===== config.mk =====
export PLATFORM = sky130hd
export DESIGN_NAME = can_clic_ctrl_flat
export DESIGN_NICKNAME = d
export VERILOG_FILES = /design/src/rtl/can_clic_ctrl_if.sv /design/src/rtl/can_clic_ctrl.sv /design/src/flat_wrapper.sv
export SDC_FILE = /design/constraint.sdc
export NUM_CORES = 1
export LEC_CHECK = 0
export ABC_CLOCK_PERIOD_IN_PS = 11300
export BUFFER_PORTS_ARGS = -buffer_cell sky130_fd_sc_hd__buf_2
export CELL_PAD_IN_SITES_DETAIL_PLACEMENT = 0
export CELL_PAD_IN_SITES_GLOBAL_PLACEMENT = 1
export CORE_ASPECT_RATIO = 0.8
export CORE_UTILIZATION = 50
export DETAILED_ROUTE_END_ITERATION = 8
export GPL_ROUTABILITY_DRIVEN = 1
export HOLD_SLACK_MARGIN = 0.12
export PLACE_DENSITY_LB_ADDON = 0.08
export SYNTH_ARGS = -nofsm -noshare
export SYNTH_HDL_FRONTEND = slang
export SYNTH_SLANG_ARGS = --single-unit

===== constraint.sdc =====
create_clock -name clk -period 11.3 [get_ports clk]
set_clock_uncertainty 0.15 [all_clocks]
set_input_delay 1.695 -clock clk [delete_from_list [all_inputs] [get_ports clk]]
set_output_delay 1.695 -clock clk [all_outputs]
set_load 0.01 [all_outputs]

===== src/rtl/can_clic_ctrl_if.sv =====
// Core-side interrupt handshake: request/id/priority from the controller, ack/done from the core.
interface can_clic_ctrl_if #(
  parameter int N_IRQ  = 4,
  parameter int PRIO_W = 2
);
  localparam int ID_W = $clog2(N_IRQ);

  logic              irq_req_o;
  logic [ID_W-1:0]   irq_id_o;
  logic [PRIO_W-1:0] irq_prio_o;
  logic              irq_ack_i;
  logic              irq_done_i;

  modport master (
    output irq_req_o, irq_id_o, irq_prio_o,
    input  irq_ack_i, irq_done_i
  );

  modport slave (
    input  irq_req_o, irq_id_o, irq_prio_o,
    output irq_ack_i, irq_done_i
  );
endinterface


===== src/rtl/can_clic_ctrl.sv =====
// Interrupt sequencing controller: pending capture, per-source config, priority arbitration,
// req/ack handshake to the core and a stack of preempted levels popped on handler return.
module can_clic_ctrl #(
  parameter int N_IRQ  = 4,
  parameter int PRIO_W = 2,
  parameter int DEPTH  = 4,
  localparam int ID_W   = $clog2(N_IRQ),
  localparam int NEST_W = $clog2(DEPTH + 1),
  localparam int SP_W   = (DEPTH > 1) ? $clog2(DEPTH) : 1
) (
  input  logic                clk,
  input  logic                rst_n,
  input  logic [N_IRQ-1:0]    irq_i,
  input  logic                cfg_we,
  input  logic [ID_W-1:0]     cfg_idx,
  input  logic                cfg_en,
  input  logic [PRIO_W-1:0]   cfg_prio,
  input  logic                cfg_edge,
  can_clic_ctrl_if.master     core,
  output logic [PRIO_W-1:0]   level_o,
  output logic [NEST_W-1:0]   nest_o
);

  typedef enum logic {S_IDLE, S_REQ} state_t;

  state_t              r_state;
  state_t              w_state_next;
  logic [N_IRQ-1:0]    r_en;
  logic [N_IRQ-1:0]    r_edge;
  logic [N_IRQ-1:0]    r_prev;
  logic [N_IRQ-1:0]    r_pend;
  logic [PRIO_W-1:0]   r_prio [N_IRQ];
  logic [PRIO_W-1:0]   r_stack [DEPTH];
  logic [PRIO_W-1:0]   r_level;
  logic [NEST_W-1:0]   r_nest;
  logic [ID_W-1:0]     r_id;
  logic [PRIO_W-1:0]   r_req_prio;

  logic [N_IRQ-1:0]    w_elig;
  logic                w_cand;
  logic [ID_W-1:0]     w_cand_id;
  logic [PRIO_W-1:0]   w_cand_prio;
  logic                w_latch;
  logic                w_ack;
  logic                w_pop;
  logic                w_room;

  assign w_room = (r_nest < NEST_W'(DEPTH));

  genvar gi;
  generate
    for (gi = 0; gi < N_IRQ; gi++) begin : g_elig
      assign w_elig[gi] = r_pend[gi] & r_en[gi] & (r_prio[gi] > r_level) & w_room;
    end
  endgenerate

  // Strict '>' keeps the lowest index on equal priority.
  always_comb begin
    w_cand      = 1'b0;
    w_cand_id   = '0;
    w_cand_prio = '0;
    for (int i = 0; i < N_IRQ; i++) begin
      if (w_elig[i] && (!w_cand || (r_prio[i] > w_cand_prio))) begin
        w_cand      = 1'b1;
        w_cand_id   = ID_W'(i);
        w_cand_prio = r_prio[i];
      end
    end
  end

  always_comb begin
    w_state_next = r_state;
    w_latch      = 1'b0;
    w_ack        = 1'b0;
    case (r_state)
      S_IDLE: begin
        if (w_cand) begin
          w_state_next = S_REQ;
          w_latch      = 1'b1;
        end
      end
      S_REQ: begin
        if (core.irq_ack_i) begin
          w_ack        = 1'b1;
          w_state_next = S_IDLE;
        end else if (!w_elig[r_id]) begin
          w_state_next = S_IDLE;
        end
      end
      default: w_state_next = S_IDLE;
    endcase
  end

  // An ack in the same cycle takes precedence over a return.
  assign w_pop = core.irq_done_i && (r_nest != '0) && !w_ack;

  always_ff @(posedge clk or negedge rst_n) begin
    if (!rst_n) begin
      r_state    <= S_IDLE;
      r_id       <= '0;
      r_req_prio <= '0;
      r_level    <= '0;
      r_nest     <= '0;
    end else begin
      r_state <= w_state_next;
      if (w_latch) begin
        r_id       <= w_cand_id;
        r_req_prio <= w_cand_prio;
      end
      if (w_ack) begin
        r_level <= r_req_prio;
        r_nest  <= r_nest + 1'b1;
      end else if (w_pop) begin
        r_level <= r_stack[SP_W'(r_nest - 1'b1)];
        r_nest  <= r_nest - 1'b1;
      end
    end
  end

  always_ff @(posedge clk) begin
    if (w_ack) r_stack[r_nest[SP_W-1:0]] <= r_level;
  end

  // Edge sources stay pending until their own ack; a new edge in the ack cycle is kept.
  always_ff @(posedge clk or negedge rst_n) begin
    if (!rst_n) begin
      r_en   <= '0;
      r_edge <= '0;
      r_prev <= '0;
      r_pend <= '0;
      for (int i = 0; i < N_IRQ; i++) r_prio[i] <= '0;
    end else begin
      r_prev <= irq_i;
      for (int i = 0; i < N_IRQ; i++) begin
        if (r_edge[i])
          r_pend[i] <= (r_pend[i] & ~(w_ack && (r_id == ID_W'(i)))) | (irq_i[i] & ~r_prev[i]);
        else
          r_pend[i] <= irq_i[i];
        if (cfg_we && (cfg_idx == ID_W'(i))) begin
          r_en[i]   <= cfg_en;
          r_prio[i] <= cfg_prio;
          r_edge[i] <= cfg_edge;
        end
      end
    end
  end

  assign core.irq_req_o  = (r_state == S_REQ);
  assign core.irq_id_o   = r_id;
  assign core.irq_prio_o = r_req_prio;
  assign level_o         = r_level;
  assign nest_o          = r_nest;

endmodule


===== src/flat_wrapper.sv =====
// flat-port wrapper written by rule: the top's interface ports become plain ports
module can_clic_ctrl_flat 
#(
  parameter int N_IRQ  = 4,
  parameter int PRIO_W = 2,
  parameter int DEPTH  = 4,
  localparam int ID_W   = $clog2(N_IRQ),
  localparam int NEST_W = $clog2(DEPTH + 1),
  localparam int SP_W   = (DEPTH > 1) ? $clog2(DEPTH) : 1
)
  (clk, rst_n, irq_i, cfg_we, cfg_idx, cfg_en, cfg_prio, cfg_edge, level_o, nest_o, core_irq_req_o, core_irq_id_o, core_irq_prio_o, core_irq_ack_i, core_irq_done_i);
  can_clic_ctrl_if #(.N_IRQ(N_IRQ), .PRIO_W(PRIO_W)) core_i ();
  input  logic clk;
  input  logic rst_n;
  input  logic [N_IRQ-1:0] irq_i;
  input  logic cfg_we;
  input  logic [ID_W-1:0] cfg_idx;
  input  logic cfg_en;
  input  logic [PRIO_W-1:0] cfg_prio;
  input  logic cfg_edge;
  output logic [PRIO_W-1:0] level_o;
  output logic [NEST_W-1:0] nest_o;
  output wire logic [$bits(core_i.irq_req_o)-1:0] core_irq_req_o;
  output wire logic [$bits(core_i.irq_id_o)-1:0] core_irq_id_o;
  output wire logic [$bits(core_i.irq_prio_o)-1:0] core_irq_prio_o;
  input wire logic [$bits(core_i.irq_ack_i)-1:0] core_irq_ack_i;
  input wire logic [$bits(core_i.irq_done_i)-1:0] core_irq_done_i;
  assign core_irq_req_o = core_i.irq_req_o;
  assign core_irq_id_o = core_i.irq_id_o;
  assign core_irq_prio_o = core_i.irq_prio_o;
  assign core_i.irq_ack_i = core_irq_ack_i;
  assign core_i.irq_done_i = core_irq_done_i;
  can_clic_ctrl #(.N_IRQ(N_IRQ), .PRIO_W(PRIO_W), .DEPTH(DEPTH)) u_core (.clk(clk), .rst_n(rst_n), .irq_i(irq_i), .cfg_we(cfg_we), .cfg_idx(cfg_idx), .cfg_en(cfg_en), .cfg_prio(cfg_prio), .cfg_edge(cfg_edge), .core(core_i), .level_o(level_o), .nest_o(nest_o));
endmodule

==> impl_metrics.toml <==
[power]
leakage_uw = 0.00112
p_total_uw = 529
ir_drop_mv = 0.117
power.density_nw_per_um2 = 211

[worst_setup_path]
crit_fanout = 6
cp_num_buf_inv = 2
regToRegSetupSlack_ps = 6210
crit_path_frequent_cell = "ha_1"
crit_slowest_cell = "a2111o_1"
critical_path_class = "reg2reg"
crit_chain = "inv_1 > ha_1 > nand2b_4 > a2111o_1 > nor2_1 > ha_1 > nand2_1 > o21ai_0 > a21oi_1 > mux2i_1 > inv_1 > ha_1 > a21oi_1 > a21oi_1 > o21bai_4 > mux2i_1 > ha_1 > nor2b_1 > o21ai_0 > a21o_1 > o31ai_1 > a31o_1"
critPathRequiredTime_ps = 11340
rr_worst_depth = 22
cpPeakStageDelay_ps = 490
cp-end-kind = "register"
cp.arrival_ps = 5130
r2r-start = "u_core.level_o[1]"
critPathLaunchType = "register"
path_delay_family = "compound AO/OA/AOI/OAI gates"
rr_endpoint = "u_core.core.irq_prio_o[0]"

[drt]
drc = 0
first_iter_violations = 90
dr.pass1.iters = 5
vias = 1571
wl_per_cell_um = 16.6
viasPerCell = 5.71
drt-total-wl_mm = 4.57
postRouteAntennaNets = 0

[worst_hold_path]
hold_end = "u_core.r_pend[0]"
min_path_type = "reg2reg"
holdPathStages = 3
hp-start = "u_core.r_prev[0]"

[final_layout]
nets = 251
diodes = 0
final_common_cell = "dfrtp_1"
syn_to_final_growth_pct = 12.2
layout_common_cells = "34 x dfrtp_1, 24 x buf_2, 23 x nand2_1"
drive_above_1_share_pct = 26.6

[global_route]
grt_max_degree = 35
grt_overflow = 0
grt_use_total_pct = 21.4
grt_pass1_vias = 1481
grt_pass1_wl_mm = 7.42
antenna_found_initial = 0

[die]
rows = 21
die_y_um = 61.8
design.core.area_um2 = 4230
ioPinCount = 25
die_w_um = 76.8
start_util_pct = 52.9
design.die.area_um2 = 4740

[sta]
tns_ps = 0
worstMarginPinSlew_ps = 752
max_freq_ghz = 0.196
fin_ws_ps = 6210
layout_min_cycle_time_ps = 5090
rsz0062_at_grt = "no"
finalHoldViolCount = 0
setup_viol = 0
fin_crit_sh_pct = 45.1
maxSlewHeadroom_pct = 49.9
timing_max_transition_violations_final = 0

[clock_network]
cts_buffers = 5
cts_max_path_buffers = 2
hold_buffers = 0
cts_sinks = 42
post_cts_resized = 0
clk_pin_slew_ps = 80
cts_tree = "done"
h-tree-depth = 2
postCtsSetupRepairBufs = 0
clockRootBuffer = "clkbuf_8"
clock_latency_ps = 290

[placement]
portBuffers = 24
place_hpwl_mm = 3.55
dp_slack_ps = 6300
place_congestion = 0.830

[synth]
netlist_instances = 187
synth_edf_count = 8
yosysTopAreaCell = "dfrtp_1"
ys_ff_latch = 42
synth_fp_nets = 221
synth_flop_cell = "dfrtp_1"
ys_seq_area_share_pct = 48.8
ys_warn_count = 0
async_flop_share_pct = 81.0
synth_top_area_share_pct = 38.1
synth_area_um2 = 2240
syn_area_per_cell_um2 = 12.0
ys_types = 40
synthTopCellsByArea = "dfrtp_1 38%, edfxtp_1 11%, ha_1 11%, mux2_2 7.6%, nand2_1 3.9%"

[flow_run]
maxCapViolations = 0

[outcome]
status = "completed"
==> cells in the mapped netlist (2+ instances only) <==
cell       count
edfxtp_1       8
a31oi_1        2
dfrtp_1       34
a21oi_1        5
mux4_2         3
nand2_1       23
mux2_4         2
nand3b_1       3
o21ai_1        2
mux2i_1        3
mux2_2        15
ha_1          19
o21ai_0        6
inv_1         13
nand3_1        4
nor2b_1        6
nor2_1         5
a32o_1         4
and3_1         4
o2111ai_1      2
and2_1         5
==> tightest hold or removal path: stages, from the launching register on <==
cell and delay, ps:
dfrtp_1 330, nand2_1 40, nand2_1 60, nand2_1 40
==> cells by family (layout without fill, tap and decap cells) <==
family | Yosys count | after routing | synth area share, %
buf+inv | 14 | 45 | 2.35
mux | 23 | 23 | 13.3
flops | 42 | 42 | 48.8
xor+xnor | 1 | 1 | 0.392
compound gates | 33 | 33 | 11.9
simple gates | 55 | 55 | 12.7
fa+ha+maj | 19 | 19 | 10.6
==> metal layers <==
metal / GRT usage, % / wire length, um / vias to the layer above
met2: 33.4 / 1970 / 49
met1: 30.7 / 2380 / 771
li1: - / - / 746
met5: 0 / 0 / -
met3: 3.94 / 186 / 5
met4: 6.59 / 40 / 0
==> report_power, final <==
group | internal [uW] | leakage [uW] | switching [uW]
Clock | 42.3 | 0.0000416 | 51.2
Sequential | 191 | 0.000478 | 39.9
Combinational | 97.0 | 0.000605 | 108
==> state kept, by name, indices dropped and copies added (netlist names) <==
name and cells:
u_core.r_stack 8, u_core.r_prio 8, u_core.core.irq_id_o 2, u_core.nest_o 3
u_core.r_edge 4, u_core.core.irq_prio_o 2, u_core.r_pend 4, u_core.r_prev 4
u_core.r_en 4, u_core.core.irq_req_o 1, u_core.level_o 2
==> metrics by stage <==
| step | instances | utilization, % | hold slack (ps) | area (um^2) |
|---|---|---|---|---|
| 2_1_floorplan | 187 | - | 321 | 2240 |
| 3_3_place_gp | 267 | 57.3 | 332 | 2420 |
| 3_5_place_dp | 267 | 57.3 | 338 | 2420 |
| 4_1_cts | 275 | 59.3 | 355 | 2510 |
| 5_1_grt | 275 | 59.3 | 379 | 2510 |
| 6_report | 275 | 59.3 | 358 | 2510 |
==> layout make-up <==
class | instances | area, um^2
inverter | 13 | 48.8
sequential | 42 | 1090
clock buffer | 5 | 68.8
tap | 57 | 71.3
clock inverter | 3 | 16.3
multi-input combinational | 131 | 1090
timing repair buffer | 24 | 120
fill | 374 | 1720
==> worst max-delay path by stage <==
stage / startpoint / end / slack (ps) / cells past startpoint
after floorplan: u_core.level_o[1] / u_core.core.irq_prio_o[0] / 6760 / 22
after global placement: u_core.level_o[1] / u_core.core.irq_prio_o[1] / 6570 / 22
after detailed placement: u_core.level_o[1] / u_core.core.irq_prio_o[0] / 6300 / 22
after CTS: u_core.level_o[1] / u_core.core.irq_prio_o[0] / 6290 / 22
after global routing: u_core.level_o[1] / u_core.core.irq_prio_o[0] / 5850 / 22
final: u_core.level_o[1] / u_core.core.irq_prio_o[0] / 6210 / 22
Note: power is estimated with default switching activity, not from simulation.
